[src/rtl/ped_crossing_ctrl.sv]
// Pedestrian crossing controller downstream of the vehicle light FSM.
// Grants WALK on red-only, then a flashing clearance; latches lamp faults.
module ped_crossing_ctrl #(
    parameter logic [5:0] WALK_TIME  = 6'd20,
    parameter logic [5:0] CLR_TIME   = 6'd8,
    parameter logic [5:0] BLINK_HALF = 6'd2
) (
    input  logic       clk,
    input  logic       rst,
    input  logic       red_in,
    input  logic       yellow_in,
    input  logic       green_in,
    input  logic       ped_btn,
    output logic       walk,
    output logic       dont_walk,
    output logic       req_pending,
    output logic [5:0] countdown,
    output logic       fault
);

    typedef enum logic [1:0] {
        ST_DW, ST_WALK, ST_CLEAR, ST_FAULT
    } state_t;

    state_t     state, state_n;
    logic [5:0] timer, timer_n;
    logic [5:0] blink_cnt, blink_cnt_n;
    logic       blink_ph, blink_ph_n;
    logic       req, req_n;
    logic       s1, s2, s3;
    logic       press;
    logic [2:0] lamps;
    logic       red_only, red_yellow, illegal;

    assign lamps      = {red_in, yellow_in, green_in};
    assign red_only   = (lamps == 3'b100);
    assign red_yellow = (lamps == 3'b110);
    assign illegal    = !(lamps == 3'b000 || lamps == 3'b100 ||
                          lamps == 3'b110 || lamps == 3'b001 ||
                          lamps == 3'b010);
    assign press      = s2 & ~s3;

    // Button synchronizer plus edge-detect flop
    always_ff @(posedge clk) begin
        if (rst) begin
            s1 <= 1'b0;
            s2 <= 1'b0;
            s3 <= 1'b0;
        end else begin
            s1 <= ped_btn;
            s2 <= s1;
            s3 <= s2;
        end
    end

    // State, timer, blink and request registers
    always_ff @(posedge clk) begin
        if (rst) begin
            state     <= ST_DW;
            timer     <= 6'd0;
            blink_cnt <= 6'd0;
            blink_ph  <= 1'b1;
            req       <= 1'b0;
        end else begin
            state     <= state_n;
            timer     <= timer_n;
            blink_cnt <= blink_cnt_n;
            blink_ph  <= blink_ph_n;
            req       <= req_n;
        end
    end

    // Next-state: illegal lamps win, exit at zero beats decrement
    always_comb begin
        state_n     = state;
        timer_n     = timer;
        blink_cnt_n = blink_cnt;
        blink_ph_n  = blink_ph;
        req_n       = req | press;
        if (illegal || state == ST_FAULT) begin
            state_n = ST_FAULT;
            req_n   = 1'b0;
        end else begin
            case (state)
                ST_DW: begin
                    if (req && red_only) begin
                        state_n = ST_WALK;
                        timer_n = WALK_TIME - 6'd1;
                        req_n   = press;
                    end
                end
                ST_WALK: begin
                    if (green_in) begin
                        state_n = ST_DW;
                    end else if (red_yellow || timer == 6'd0) begin
                        state_n     = ST_CLEAR;
                        timer_n     = CLR_TIME - 6'd1;
                        blink_cnt_n = 6'd0;
                        blink_ph_n  = 1'b1;
                    end else begin
                        timer_n = timer - 6'd1;
                    end
                end
                ST_CLEAR: begin
                    if (blink_cnt == BLINK_HALF - 6'd1) begin
                        blink_cnt_n = 6'd0;
                        blink_ph_n  = ~blink_ph;
                    end else begin
                        blink_cnt_n = blink_cnt + 6'd1;
                    end
                    if (green_in || timer == 6'd0) begin
                        state_n = ST_DW;
                    end else begin
                        timer_n = timer - 6'd1;
                    end
                end
                default: begin
                    state_n = ST_FAULT;
                end
            endcase
        end
    end

    // Moore output decode
    always_comb begin
        walk        = (state == ST_WALK);
        fault       = (state == ST_FAULT);
        req_pending = req;
        countdown   = 6'd0;
        dont_walk   = 1'b1;
        if (state == ST_WALK) begin
            dont_walk = 1'b0;
            countdown = timer;
        end else if (state == ST_CLEAR) begin
            dont_walk = blink_ph;
            countdown = timer;
        end
    end

endmodule

[config.mk]
export PLATFORM = sky130hd
export DESIGN_NAME = ped_crossing_ctrl
export DESIGN_NICKNAME = d
export VERILOG_FILES = /design/src/rtl/ped_crossing_ctrl.sv
export SDC_FILE = /design/constraint.sdc
export NUM_CORES = 1
export LEC_CHECK = 0
export BUFFER_PORTS_ARGS = -buffer_cell sky130_fd_sc_hd__buf_2
export CORE_ASPECT_RATIO = 0.75
export CORE_MARGIN = 4
export CORE_UTILIZATION = 60
export DETAILED_ROUTE_END_ITERATION = 8
export PLACE_DENSITY = 0.84
export SLEW_MARGIN = 25
export SYNTH_ARGS = -nofsm -noshare
export SYNTH_HDL_FRONTEND = slang
export SYNTH_SLANG_ARGS = --single-unit
[constraint.sdc]
create_clock -name clk -period 3.5 [get_ports clk]
set_input_delay 0.35 -clock clk [delete_from_list [all_inputs] [get_ports clk]]
set_output_delay 0.35 -clock clk [all_outputs]
set_load 0.05 [all_outputs]
==> impl_metrics.json, run 1 <==
{
  "ys_ff_latch": 19,
  "cts_sinks": 19,
  "cts_tree": "yes",
  "antenna_left": 0,
  "synth_top_family_by_area": "simple AND/OR/NAND/NOR gates",
  "path_class": "reg -> out",
  "intPower_mw": 0.401,
  "core_um2": 1820,
  "crit_path_end_kind": "output pin",
  "die_w_um": 60.0,
  "power_mw": 0.698,
  "clock.fmax_ghz": 0.433,
  "synth_compound_area_frac": 0.236,
  "finClkSkew_ps": 7.04,
  "startpoint_type": "register",
  "status": "complete, no violations",
  "cap_violations": 0,
  "period_share": 0.660,
  "ys_seq_area_frac": 0.313,
  "hold_viol_final": 0,
  "drt_iter0_drc": 51,
  "area_growth_pct": 9.48,
  "syn_area_per_cell_um2": 8.38,
  "vias": 1118,
  "max-slew-margin-rel": 0.645,
  "combPwrFrac": 0.476,
  "cpPeakStageDelay_ps": 490,
  "setup_slack_ps": 1190,
  "p_clk_frac": 0.160,
  "rsz0062_at_grt": "no",
  "htreeDepth": 1,
  "clk_pin_slew_ps": 100,
  "grt_pass1_vias": 1014,
  "p_switching_mw": 0.297,
  "vdd_drop_max_mv": 0.484,
  "via_per_inst": 6.14,
  "path_max_fanout": 11,
  "synth_cell_type_count": 47,
  "hold_slack_ps": 271,
  "ys.flop_type": "dfxtp_1",
  "pre_cts_ws_ps": 1320,
  "cts_buffers": 3,
  "antenna_found_initial": 0,
  "layout_commonest_cell": "dfxtp_1",
  "n_fill_cell": 153,
  "p_leak_nw": 0.547,
  "drc": 0,
  "crit_chain": "inv_1 > ha_1 > nor2_1 > nor2b_1 > buf_2",
  "synthMuxAreaShare": 0.0175,
  "io_buffers": 15,
  "final_cell_mix": "dfxtp_1, buf_2, nor2_1, nor2b_1, inv_1",
  "syn_area_um2": 1210,
  "holdBufCountCts": 0,
  "tns_ps": 0,
  "crit_family": "simple AND/OR/NAND/NOR gates",
  "cp.arrival_ps": 1960,
  "critPathBufInv": 2,
  "nets": 175,
  "power_density_nw_per_um2": 525,
  "ctsResizeCount": 0,
  "first_pass_iters": 4,
  "die_h_um": 47.0,
  "synth-simple-area-share": 0.292,
  "final.min_clock_period_ps": 2310,
  "hpwl_um": 1880,
  "diodes": 0,
  "root_buffer": "clkbuf_4",
  "worst_pin_slew_ps": 531,
  "wirelength_um": 2660,
  "hold_class": "in -> reg",
  "swShare": 0.425,
  "grt_max_degree": 24,
  "start_util": 0.667,
  "slew_violations": 0,
  "required_ps": 3150,
  "clkLatencyLatePin_ps": 300,
  "cts_setup_buffers": 0,
  "post-route-util": 0.730,
  "grt_pass1_wl_um": 4550,
  "dieArea_um2": 2820,
  "synth_edf_count": 0,
  "drive_above_1_share": 0.200,
  "grt_use_total": 0.218,
  "synthAdderAreaFrac": 0.0824,
  "synth_fp_nets": 159,
  "num_io_pins": 16,
  "async_flop_share": 0,
  "cts_buffer_depth": 2,
  "num_rows": 13,
  "sequentialPowerShare": 0.364,
  "grt_overflow": 0,
  "synthCells": 145,
  "yosys_warnings": 0,
  "gp_congestion": 0.852,
  "setup_viol": 0,
  "synthXorXnorAreaFrac": 0.00721,
  "crit_slowest_cell": "nor2_1",
  "post_drt_wl_per_cell_um": 14.6
}
-- cell type report --
cell class              instances  area (µm²)  share of cell area
clock buffers                   4        26.3              0.0198
inverters                      11        41.3              0.0310
multi-input cells             110         772               0.580
flip-flops and latches         19         380               0.286
well taps                      22        27.5              0.0207
repair buffers                 16        82.6              0.0621
-- state kept, by name, indices dropped and copies added, names as in the netlist --
name / count
blink_cnt: 6
blink_ph: 1
req_pending: 1
s1: 1
s2: 1
s3: 1
state: 2
timer: 6
-- cell families after synthesis --
family          Yosys count
simple gates             58
compound gates           41
flops                    19
buf+inv                  16
fa+ha+maj                 8
mux                       2
xor+xnor                  1
-- Yosys cell counts (3+ instances only) --
library cell,instances,share of area
dfxtp_1,19,0.31
nor2_1,12,0.037
nor2b_1,12,0.062
inv_1,11,0.034
a21oi_1,10,0.041
o21ai_0,9,0.037
ha_1,8,0.082
nand2_1,7,0.022
nor3b_1,4,0.025
clkbuf_1,3,0.0093
nand3b_1,3,0.019
o22ai_1,3,0.015
o41ai_1,3,0.022
-- stage by stage --
stage / cell area (µm²) / instances
finish: 1330 / 182
global route: 1330 / 182
detailed placement: 1300 / 178
floorplan: 1210 / 145
global placement: 1300 / 178
CTS: 1330 / 182
-- worst register-to-register path: stages, from the launching register on --
cell and delay [ps]:
dfxtp_1 360, inv_1 100, ha_1 460, nor2_1 250, inv_1 200, nand3_4 130, or4_1 540, a21oi_1 170
-- power by group through the flow --
| stage | registers (mW) | logic (mW) | clock network [mW] |
|---|---|---|---|
| after floorplan | 0.255 | 0.266 | 0 |
| after detailed placement | 0.258 | 0.326 | 0 |
| after CTS | 0.254 | 0.330 | 0.117 |
| after global placement | 0.257 | 0.319 | 0 |
| final | 0.254 | 0.332 | 0.112 |
| after global routing | 0.258 | 0.365 | 0.130 |
-- layer usage --
| layer | global-route usage | up-vias | share of wire |
|---|---|---|---|
| li1 | - | 553 | - |
| met1 | 0.292 | 521 | 0.48 |
| met2 | 0.330 | 38 | 0.44 |
| met3 | 0.0604 | 6 | 0.065 |
| met4 | 0.0973 | 0 | 0.020 |
| met5 | 0 | - | 0 |
-- worst paths after layout --
path                                from           end  slack (ps)  depth (start not counted)
worst max-delay path            state[1]  countdown[3]        1190                          5
worst min-delay path             ped_btn            s1         270                          2
worst max register to register  state[1]  blink_cnt[3]        1250                          7
worst min register to register        s1            s2         460                          1
Note: power is estimated with default switching activity, not from simulation.
==> run 2, diff against run 1 <==
Settings changed: CORE_UTILIZATION 60 to 56, PLACE_DENSITY 0.84 to 0.8.
Clock period 3.5 ns to 2.2 ns, I/O delays scaled along.
==> run 2 against run 1 <==
  * Power rose by 63%
  * Cell area rose by 2.5%
  * Sequential power rose by 59%
  * Hold slack got worse by 160 ps
  * Global-route usage fell by 3.6 points
  * First-iteration DRC count rose by 35%
  * Setup slack got worse by 1100 ps
  * Sequential cell count did not move
  * Core utilization fell by 5.9 points
  * Wire length fell by 6.1%
  * Cell count rose by 2.7%
  * Clock-buffer cell count did not move
  * Critical endpoint is now blink_cnt[3]
  * Largest cell class unchanged
  * Largest power group unchanged
==> impl_metrics.json, run 2 (synthesized netlist as in run 1, its figures left out) <==
{
  "cts_setup_buffers": 0,
  "grt_pass1_vias": 992,
  "tns_ps": 0,
  "min-delay-start": "ped_btn",
  "post_drt_wl_per_cell_um": 13.3,
  "required_ps": 2450,
  "cts_sinks": 19,
  "clock.fmax_ghz": 0.483,
  "hold_class": "in -> reg",
  "startpoint_type": "register",
  "hpwl_um": 1850,
  "cap_violations": 0,
  "p_leak_nw": 0.560,
  "nets": 178,
  "cts_buffers": 3,
  "pre_cts_ws_ps": 153,
  "drc": 0,
  "num_io_pins": 16,
  "final_cell_mix": "dfxtp_1, buf_2, nor2_1, nor2b_1, inv_1",
  "cts_tree": "yes",
  "worst_pin_slew_ps": 402,
  "diodes": 0,
  "wirelength_um": 2490,
  "drt_iter0_drc": 69,
  "rsz0062_at_grt": "no",
  "antenna_left": 0,
  "gp_congestion": 0.836,
  "dieArea_um2": 2990,
  "vias": 1069,
  "num_rows": 14,
  "io_buffers": 15,
  "die_w_um": 61.8,
  "setup_slack_ps": 130,
  "clk_pin_slew_ps": 110,
  "start_util": 0.598,
  "area_growth_pct": 12.3,
  "cts_buffer_depth": 2,
  "path_max_fanout": 9,
  "finClkSkew_ps": 1.14,
  "path_class": "reg -> reg",
  "max-slew-margin-rel": 0.732,
  "startpoint": "timer[0]",
  "clkLatencyLatePin_ps": 310,
  "status": "complete, no violations",
  "first_pass_iters": 4,
  "grt_pass1_wl_um": 4150,
  "drive_above_1_share": 0.227,
  "reg_top3": "blink_cnt: 6 flops, timer: 6 flops, state: 2 flops",
  "via_per_inst": 5.72,
  "antenna_found_initial": 0,
  "core_um2": 2030,
  "n_fill_cell": 177,
  "vdd_drop_max_mv": 0.614,
  "power_density_nw_per_um2": 834,
  "grt_use_total": 0.181,
  "hold_viol_final": 0,
  "grt_overflow": 0,
  "r2r_start": "timer[0]",
  "final.min_clock_period_ps": 2070,
  "grt_max_degree": 24,
  "die_h_um": 48.3,
  "setup_viol": 0,
  "crit_path_end_kind": "register",
  "cp.arrival_ps": 2320,
  "period_share": 0.941,
  "post-route-util": 0.671,
  "htreeDepth": 1,
  "slew_violations": 0,
  "root_buffer": "clkbuf_4",
  "layout_commonest_cell": "dfxtp_1"
}
-- run 2: changes by cell type in the layout (fill, tap and decap cells not counted), sizes merged --
cell  change
buf       +3
-- run 2: final cells by class --
type | instances | area (µm²) | area share
Clock buffer | 4 | 26.3 | 0.0193
Inverter | 11 | 41.3 | 0.0303
Multi-Input combinational cell | 110 | 781 | 0.572
Sequential cell | 19 | 380 | 0.279
Tap cell | 24 | 30.0 | 0.0220
Timing Repair Buffer | 19 | 105 | 0.0771
-- run 2: final timing paths --
| kind | to | slack, ps | depth (start not counted) |
|---|---|---|---|
| max | blink_cnt[3] | 130 | 7 |
| min | s1 | 110 | 2 |
| max reg2reg | blink_cnt[3] | 130 | 7 |
| min reg2reg | s2 | 460 | 1 |
-- run 2: report_power, final --
group	internal (mW)	switching, mW
combinational	0.212	0.339
sequential	0.374	0.0290
clock	0.0709	0.113
-- run 2: critical path, stage by stage (launching register included) --
cell and delay [ps]:
dfxtp_1 340, inv_1 110, ha_1 160, or2b_2 350
o211ai_4 240, nand3_4 140, or4_1 510, a21oi_1 150
-- run 2: metrics by stage --
stage	std cells	instance area (µm²)	power, mW	hold slack [ps]
floorplan	145	1220	0.830	348
global placement	183	1330	0.936	422
detailed placement	183	1330	0.953	428
CTS	187	1360	1.14	110
global route	187	1360	1.22	106
finish	187	1360	1.14	111
-- run 2: repair_timing --
action	4_1_cts	5_1_grt
hold buffers	0	0
gates resized for setup	0	2
endpoints found under the setup margin	0	4
-- run 2: routing by layer --
layer	global-route usage	vias up	share of wire	routed length (µm)
met2	0.261	17	0.43	1080
met1	0.246	491	0.50	1260
met5	0	-	0	0
met4	0.0671	0	0.016	40
li1	-	556	-	-
met3	0.0638	5	0.047	116
